**src/rtl/ac97_pkg.sv**
```systemverilog
// Shared types and constants for the AC97 command scheduler.
package ac97_pkg;

    localparam int unsigned SLOT_W = 20;
    localparam int unsigned ADDR_W = 7;
    localparam int unsigned DATA_W = 16;

    // slot 0 tag bit positions
    localparam int unsigned TAG_FRAME = 15;
    localparam int unsigned TAG_SLOT1 = 14;
    localparam int unsigned TAG_SLOT2 = 13;
    localparam int unsigned TAG_SLOT3 = 12;
    localparam int unsigned TAG_SLOT4 = 11;

    typedef enum logic [1:0] {
        ST_WAIT = 2'd0,
        ST_CMD  = 2'd1,
        ST_GAP  = 2'd2,
        ST_IDLE = 2'd3
    } state_t;

    typedef struct packed {
        logic [ADDR_W-1:0] addr;
        logic [DATA_W-1:0] data;
    } cmd_t;

    // codec initialisation sequence, issued in index order
    localparam cmd_t ROM_0 = '{addr: 7'h02, data: 16'h0000}; // unmute line out
    localparam cmd_t ROM_1 = '{addr: 7'h04, data: 16'h0000}; // unmute headphones
    localparam cmd_t ROM_2 = '{addr: 7'h10, data: 16'h0808}; // line-in gain
    localparam cmd_t ROM_3 = '{addr: 7'h18, data: 16'h0808}; // PCM out volume

endpackage

```
**src/rtl/ac97_init_rom.sv**
```systemverilog
// Combinational lookup of the codec init sequence.
module ac97_init_rom
    import ac97_pkg::*;
#(
    parameter int unsigned IDX_W = 3
) (
    input  logic [IDX_W-1:0] i_idx,
    output cmd_t             o_entry_c
);

    // index to {addr, data}; out-of-range indices read as zero
    always_comb begin
        o_entry_c = '0;
        case (i_idx)
            IDX_W'(0): o_entry_c = ROM_0;
            IDX_W'(1): o_entry_c = ROM_1;
            IDX_W'(2): o_entry_c = ROM_2;
            IDX_W'(3): o_entry_c = ROM_3;
            default:   o_entry_c = '0;
        endcase
    end

endmodule

```
**src/rtl/ac97_cmd_scheduler.sv**
```systemverilog
// Frame-synchronous AC97 command scheduler: codec init sequence followed by
// arbitrated runtime register writes, one command per frame with a gap frame after.
module ac97_cmd_scheduler
    import ac97_pkg::*;
#(
    parameter int unsigned WAIT_FRAMES = 16,
    parameter int unsigned INIT_LEN    = 4
) (
    input  logic              BIT_CLK,
    input  logic              SYSTEM_RESET,
    input  logic              FRAME_START,
    input  logic              PCM_VALID,
    input  logic              CMD_REQ,
    input  logic [ADDR_W-1:0] CMD_ADDR,
    input  logic [DATA_W-1:0] CMD_DATA,
    output logic              CMD_ACK,
    output logic              INIT_DONE,
    output logic              BUSY,
    output logic [SLOT_W-1:0] slots0,
    output logic [SLOT_W-1:0] slots1,
    output logic [SLOT_W-1:0] slots2
);

    localparam int unsigned WCNT_W = (WAIT_FRAMES > 1) ? $clog2(WAIT_FRAMES) : 1;
    localparam int unsigned IDX_W  = (INIT_LEN > 0) ? $clog2(INIT_LEN + 1) : 1;

    state_t              r_state;
    state_t              w_state_nxt;
    logic [WCNT_W-1:0]   r_wait_cnt;
    logic [IDX_W-1:0]    r_init_idx;
    logic                r_init_done;
    logic                r_ack;
    logic                r_busy;
    logic [SLOT_W-1:0]   r_slot0;
    logic [SLOT_W-1:0]   r_slot1;
    logic [SLOT_W-1:0]   r_slot2;

    logic                w_wait_last;
    logic                w_init_pending;
    logic                w_load_init;
    logic                w_accept;
    logic                w_wait_inc;
    logic                w_set_done;
    logic                w_done_nxt;
    logic                w_tag_cmd;
    logic [SLOT_W-1:0]   w_slot0_nxt;
    cmd_t                w_rom;

    assign w_wait_last    = (r_wait_cnt == WCNT_W'(WAIT_FRAMES - 1));
    assign w_init_pending = (r_init_idx < IDX_W'(INIT_LEN));

    ac97_init_rom #(.IDX_W(IDX_W)) u_rom (
        .i_idx     (r_init_idx),
        .o_entry_c (w_rom)
    );

    // state register
    always_ff @(posedge BIT_CLK or posedge SYSTEM_RESET) begin
        if (SYSTEM_RESET) r_state <= ST_WAIT;
        else              r_state <= w_state_nxt;
    end

    // next state: transitions only on frame boundaries
    always_comb begin
        w_state_nxt = r_state;
        if (FRAME_START) begin
            unique case (r_state)
                ST_WAIT: if (w_wait_last) w_state_nxt = ST_CMD;
                ST_CMD:  w_state_nxt = ST_GAP;
                ST_GAP:  w_state_nxt = (w_init_pending || CMD_REQ) ? ST_CMD : ST_IDLE;
                ST_IDLE: if (CMD_REQ) w_state_nxt = ST_CMD;
                default: w_state_nxt = ST_WAIT;
            endcase
        end
    end

    // output decode: datapath actions taken at this frame boundary
    always_comb begin
        w_load_init = 1'b0;
        w_accept    = 1'b0;
        w_wait_inc  = 1'b0;
        w_set_done  = 1'b0;
        if (FRAME_START) begin
            unique case (r_state)
                ST_WAIT: begin
                    if (w_wait_last) w_load_init = 1'b1;
                    else             w_wait_inc  = 1'b1;
                end
                ST_CMD:  ;
                ST_GAP: begin
                    if (w_init_pending) begin
                        w_load_init = 1'b1;
                    end else begin
                        w_set_done = 1'b1;
                        w_accept   = CMD_REQ;
                    end
                end
                ST_IDLE: w_accept = CMD_REQ;
                default: ;
            endcase
        end
        w_done_nxt = r_init_done | w_set_done;
        w_tag_cmd  = w_load_init | w_accept;

        w_slot0_nxt            = '0;
        w_slot0_nxt[TAG_FRAME] = 1'b1;
        w_slot0_nxt[TAG_SLOT1] = w_tag_cmd;
        w_slot0_nxt[TAG_SLOT2] = w_tag_cmd;
        w_slot0_nxt[TAG_SLOT3] = PCM_VALID & w_done_nxt;
        w_slot0_nxt[TAG_SLOT4] = PCM_VALID & w_done_nxt;
    end

    // counters, flags and slot words
    always_ff @(posedge BIT_CLK or posedge SYSTEM_RESET) begin
        if (SYSTEM_RESET) begin
            r_wait_cnt  <= '0;
            r_init_idx  <= '0;
            r_init_done <= 1'b0;
            r_ack       <= 1'b0;
            r_busy      <= 1'b1;
            r_slot0     <= '0;
            r_slot1     <= '0;
            r_slot2     <= '0;
        end else begin
            r_ack       <= w_accept;
            r_busy      <= (w_state_nxt != ST_IDLE);
            r_init_done <= w_done_nxt;
            if (w_wait_inc) r_wait_cnt <= r_wait_cnt + WCNT_W'(1);
            if (w_load_init) begin
                r_init_idx <= r_init_idx + IDX_W'(1);
                r_slot1    <= {1'b0, w_rom.addr, 12'h000};
                r_slot2    <= {w_rom.data, 4'h0};
            end
            if (w_accept) begin
                r_slot1 <= {1'b0, CMD_ADDR, 12'h000};
                r_slot2 <= {CMD_DATA, 4'h0};
            end
            if (FRAME_START) r_slot0 <= w_slot0_nxt;
        end
    end

    assign CMD_ACK   = r_ack;
    assign INIT_DONE = r_init_done;
    assign BUSY      = r_busy;
    assign slots0    = r_slot0;
    assign slots1    = r_slot1;
    assign slots2    = r_slot2;

endmodule

```
**config.mk**
```make
export PLATFORM = sky130hd
export DESIGN_NAME = ac97_cmd_scheduler
export DESIGN_NICKNAME = d
export VERILOG_FILES = /design/src/rtl/ac97_pkg.sv /design/src/rtl/ac97_init_rom.sv /design/src/rtl/ac97_cmd_scheduler.sv
export SDC_FILE = /design/constraint.sdc
export NUM_CORES = 1
export LEC_CHECK = 0
export CAP_MARGIN = 20
export CORE_MARGIN = 10
export CORE_UTILIZATION = 40
export CTS_CLUSTER_SIZE = 25
export DETAILED_ROUTE_END_ITERATION = 8
export GPL_TIMING_DRIVEN = 0
export HOLD_SLACK_MARGIN = 0.02
export PLACE_DENSITY = 0.77
export RECOVER_POWER = 50
export SLEW_MARGIN = 5
export SYNTH_ARGS = -nofsm -noshare
export SYNTH_HDL_FRONTEND = slang
export SYNTH_SLANG_ARGS = --single-unit
```
**constraint.sdc**
```tcl
create_clock -name BIT_CLK -period 2 [get_ports BIT_CLK]
set_input_delay 0.4 -clock BIT_CLK [delete_from_list [all_inputs] [get_ports BIT_CLK]]
set_output_delay 0.4 -clock BIT_CLK [all_outputs]
set_load 0.03 [all_outputs]
```
==> impl_results.md <==
- DP HPWL: 3.640 mm
- Sw frac: 41.47%
- Synth top area cells: dfrtp_1 50%, buf_4 14%, a22o_1 8.0%
- Hold buffers post-CTS: 0
- Area of the die: 7792 um2
- Crit-path cells: clkdlybuf4s50_1
- Clock Latency Late Sink: 0.28 ns
- Crit-path max cell delay: 0.66 ns
- CTS Root Cell: clkbuf_8
- Comb power frac: 52.3%
- Clock transition at path regs: 0.06 ns
- Clock sink count: 38
- Pre-CTS setup slack: -0.1364 ns
- Setup violators final: 0
- RSZ-0062 raised after global routing: no
- NumNets Final: 287
- Setup tns final: 0 ns
- Cell variety after synth: 33
- Fmax: 538.3 MHz
- Routability cong.: 0.7392
- DRT iter0 DRCs: 34
- Final hold vios: 0
- Syn Area/Cell: 11.87 um2
- Crit. End Element: primary output
- FFs w/ async S/R, synth: 100.0%
- Initial antenna violation count: 0
- Flop pwr share: 34.9%
- Initial core utilization: 41.95%
- Core ar.: 4444 um2
- Die width: 88.27 um
- Synthesized flop and latch total: 38
- Setup CP Type: reg -> out
- Ys Warns: 0
- Delay-heaviest family, CP: buffers and inverters
- Layout Skew: 0.005916 ns
- H-tree depth: 2
- Die height: 88.27 um
- Grt total ovfl: 0
- Via/cell ratio: 4.549
- CP Buf/Inv Count: 1
- Pwr/cell area: 1423 nW/um2
- Max Cap Violations: 0
- Overall routed net length: 4.666 mm
- Status: completed
- Overall Power: 0.003830 W
- Syn Std Cell Area: 1864 um2
- Highest ir drop seen on vdd: 0.0006649 V
- Routed Antenna Nets: 0
- PnR worst setup slack: 0.1423 ns
- Crit path time final: 1.858 ns
- IO Port Bufs: 58
- Internal: 0.002242 W
- Worst-case clock buffer depth: 2
- Worst EP arrival: 1.46 ns
- DR pass1 iterations: 6
- Sequential share of the synthesized area: 51.07%
- Vias: 1392
- # IOs: 91
- Critical path required time: 1.60 ns
- First-pass GRT wire length: 7.203 mm
- Post-synth EDFFs: 0
- CP Launch Type: register
- Yosys top cell area share: 49.66%
- Slowest cell on the critical path: clkdlybuf4s50_1
- Antenna diodes: 0
- Number of setup buffers added after CTS: 0
- Clock power frac: 12.8%
- Slew headroom: 46.24%
- CTS tree: built
- Overall Global Routing Usage: 11.81%
- Final Cycle Share: 92.89%
- Pins Over Slew Limit: 0
- Lkg Pwr: 1.308 nW
- Vias in the first global route: 1475
- Total clock buffers created by CTS: 5
- Psw: 0.001588 W
- Post-Syn Instances: 157
- Hold Crit Class: reg -> reg
- # resized after CTS: 0
- Leading area contributor after synthesis: dfrtp_1
- Share of layout cells above drive strength 1: 21.26%
- Final Core Density: 60.56%
- Worst-Margin Slew: 0.8053 ns
- Drt drc: 0
- Synth Flop Type: dfrtp_1
- Largest net degree at the start of global routing: 39
- Area grow syn2layout: 44.36%
- Mean routed wirelength per cell: 15.25 um
- Critical path fanouts, max: 1
- Row cnt: 24
## cell type report
cell class                      instances  area, um2
Sequential cell                        38      952.2
Buffer                                 40      300.3
Inverter                                6      22.52
Fill cell                             394       1753
Multi-Input combinational cell        104      690.7
Clock buffer                            8      80.08
Timing Repair Buffer                   58      580.6
Tap cell                               52      65.06
## cells in the final DEF (no fill, tap or decap), types with 2 or more instances in the layout
cell type / synthesis / final
clkdlybuf4s50_1: 0 / 54
dfrtp_1: 37 / 37
buf_4: 35 / 35
conb_1: 1 / 32
a22o_1: 17 / 17
a21oi_1: 7 / 7
ha_1: 6 / 6
inv_1: 6 / 5
a221o_1: 5 / 5
nor2_1: 5 / 5
clkbuf_8: 0 / 5
dlygate4sd3_1: 0 / 4
buf_2: 3 / 3
nand2_1: 3 / 3
o21ai_0: 3 / 3
clkbuf_1: 0 / 3
buf_6: 2 / 2
nand3_1: 2 / 2
a21oi_4: 2 / 2
nand2b_1: 2 / 2
and2_1: 2 / 2
mux2_1: 2 / 2
xnor2_1: 2 / 2
nor2b_1: 2 / 2
## state kept, by name (all words and copies together), names as in the netlist
| signal | flops |
|---|---|
| slots2 | 16 |
| slots0 | 3 |
| BUSY | 1 |
| r_state | 2 |
| slots1 | 7 |
| CMD_ACK | 1 |
| r_wait_cnt | 4 |
| INIT_DONE | 1 |
| r_init_idx | 3 |
## worst paths after layout
check | start | endpoint | slack, ns | cells past startpoint
max | BUSY | BUSY | 0.14 | 1
min | slots0[15] | slots0[15] | 0.46 | 1
max reg2reg | r_wait_cnt[0] | slots1[15] | 0.21 | 5
min reg2reg | slots0[15] | slots0[15] | 0.46 | 1
max in group asynchronous | SYSTEM_RESET | r_wait_cnt[1] | 0.77 | 2
min in group asynchronous | SYSTEM_RESET | slots2[8] | 0.72 | 2
## layer usage
metal  share of wire, %  global-route usage, %  vias up
li1                   -                      -      666
met1                 42                  13.26      648
met2                 46                  19.09       71
met3                 11                  4.596        7
met4                2.0                  6.167        0
met5                  0                      0        -
## power by group through the flow
stage	combinational (W)	clock [W]	sequential [W]
3_3_place_gp	0.00200	0	0.00134
3_5_place_dp	0.00204	0	0.00135
6_report	0.00200	0.000492	0.00134
4_1_cts	0.00205	0.000513	0.00135
5_1_grt	0.00215	0.000541	0.00138
2_1_floorplan	0.000824	0	0.00179
## worst register-to-register path, stage by stage, from the launching register on
cell and delay [ns]:
dfrtp_1 0.39, ha_1 0.23, nand4b_1 0.17, a21oi_4 0.28, mux2_1 0.35, mux2_2 0.26
## through the flow
step | hold WS, ns | std cells | cell area (um2)
floorplan | 0.4730 | 188 | 1981
global placement | 0.4531 | 298 | 2626
detailed placement | 0.4619 | 298 | 2626
CTS | 0.4781 | 306 | 2706
global route | 0.4858 | 306 | 2691
finish | 0.4609 | 306 | 2691
## Yosys cell counts (3+ instances only)
master   number
a221o_1       5
nor2_1        5
o21ai_0       3
buf_4        35
dfrtp_1      37
a22o_1       17
buf_2         3
inv_1         6
nand2_1       3
ha_1          6
a21oi_1       7
## logic make-up (layout without fill, tap and decap cells)
logic type      after synthesis  in the layout  synth area share, %
buf+inv                      46            112                17.31
flops                        38             38                51.07
compound gates               37             37                16.44
simple gates                 23             23                7.718
fa+ha+maj                     6              6                4.027
xor+xnor                      3              3                1.410
mux                           3              3                1.812
other cells                   1             32               0.2011
Note: power is estimated with default switching activity, not from simulation.
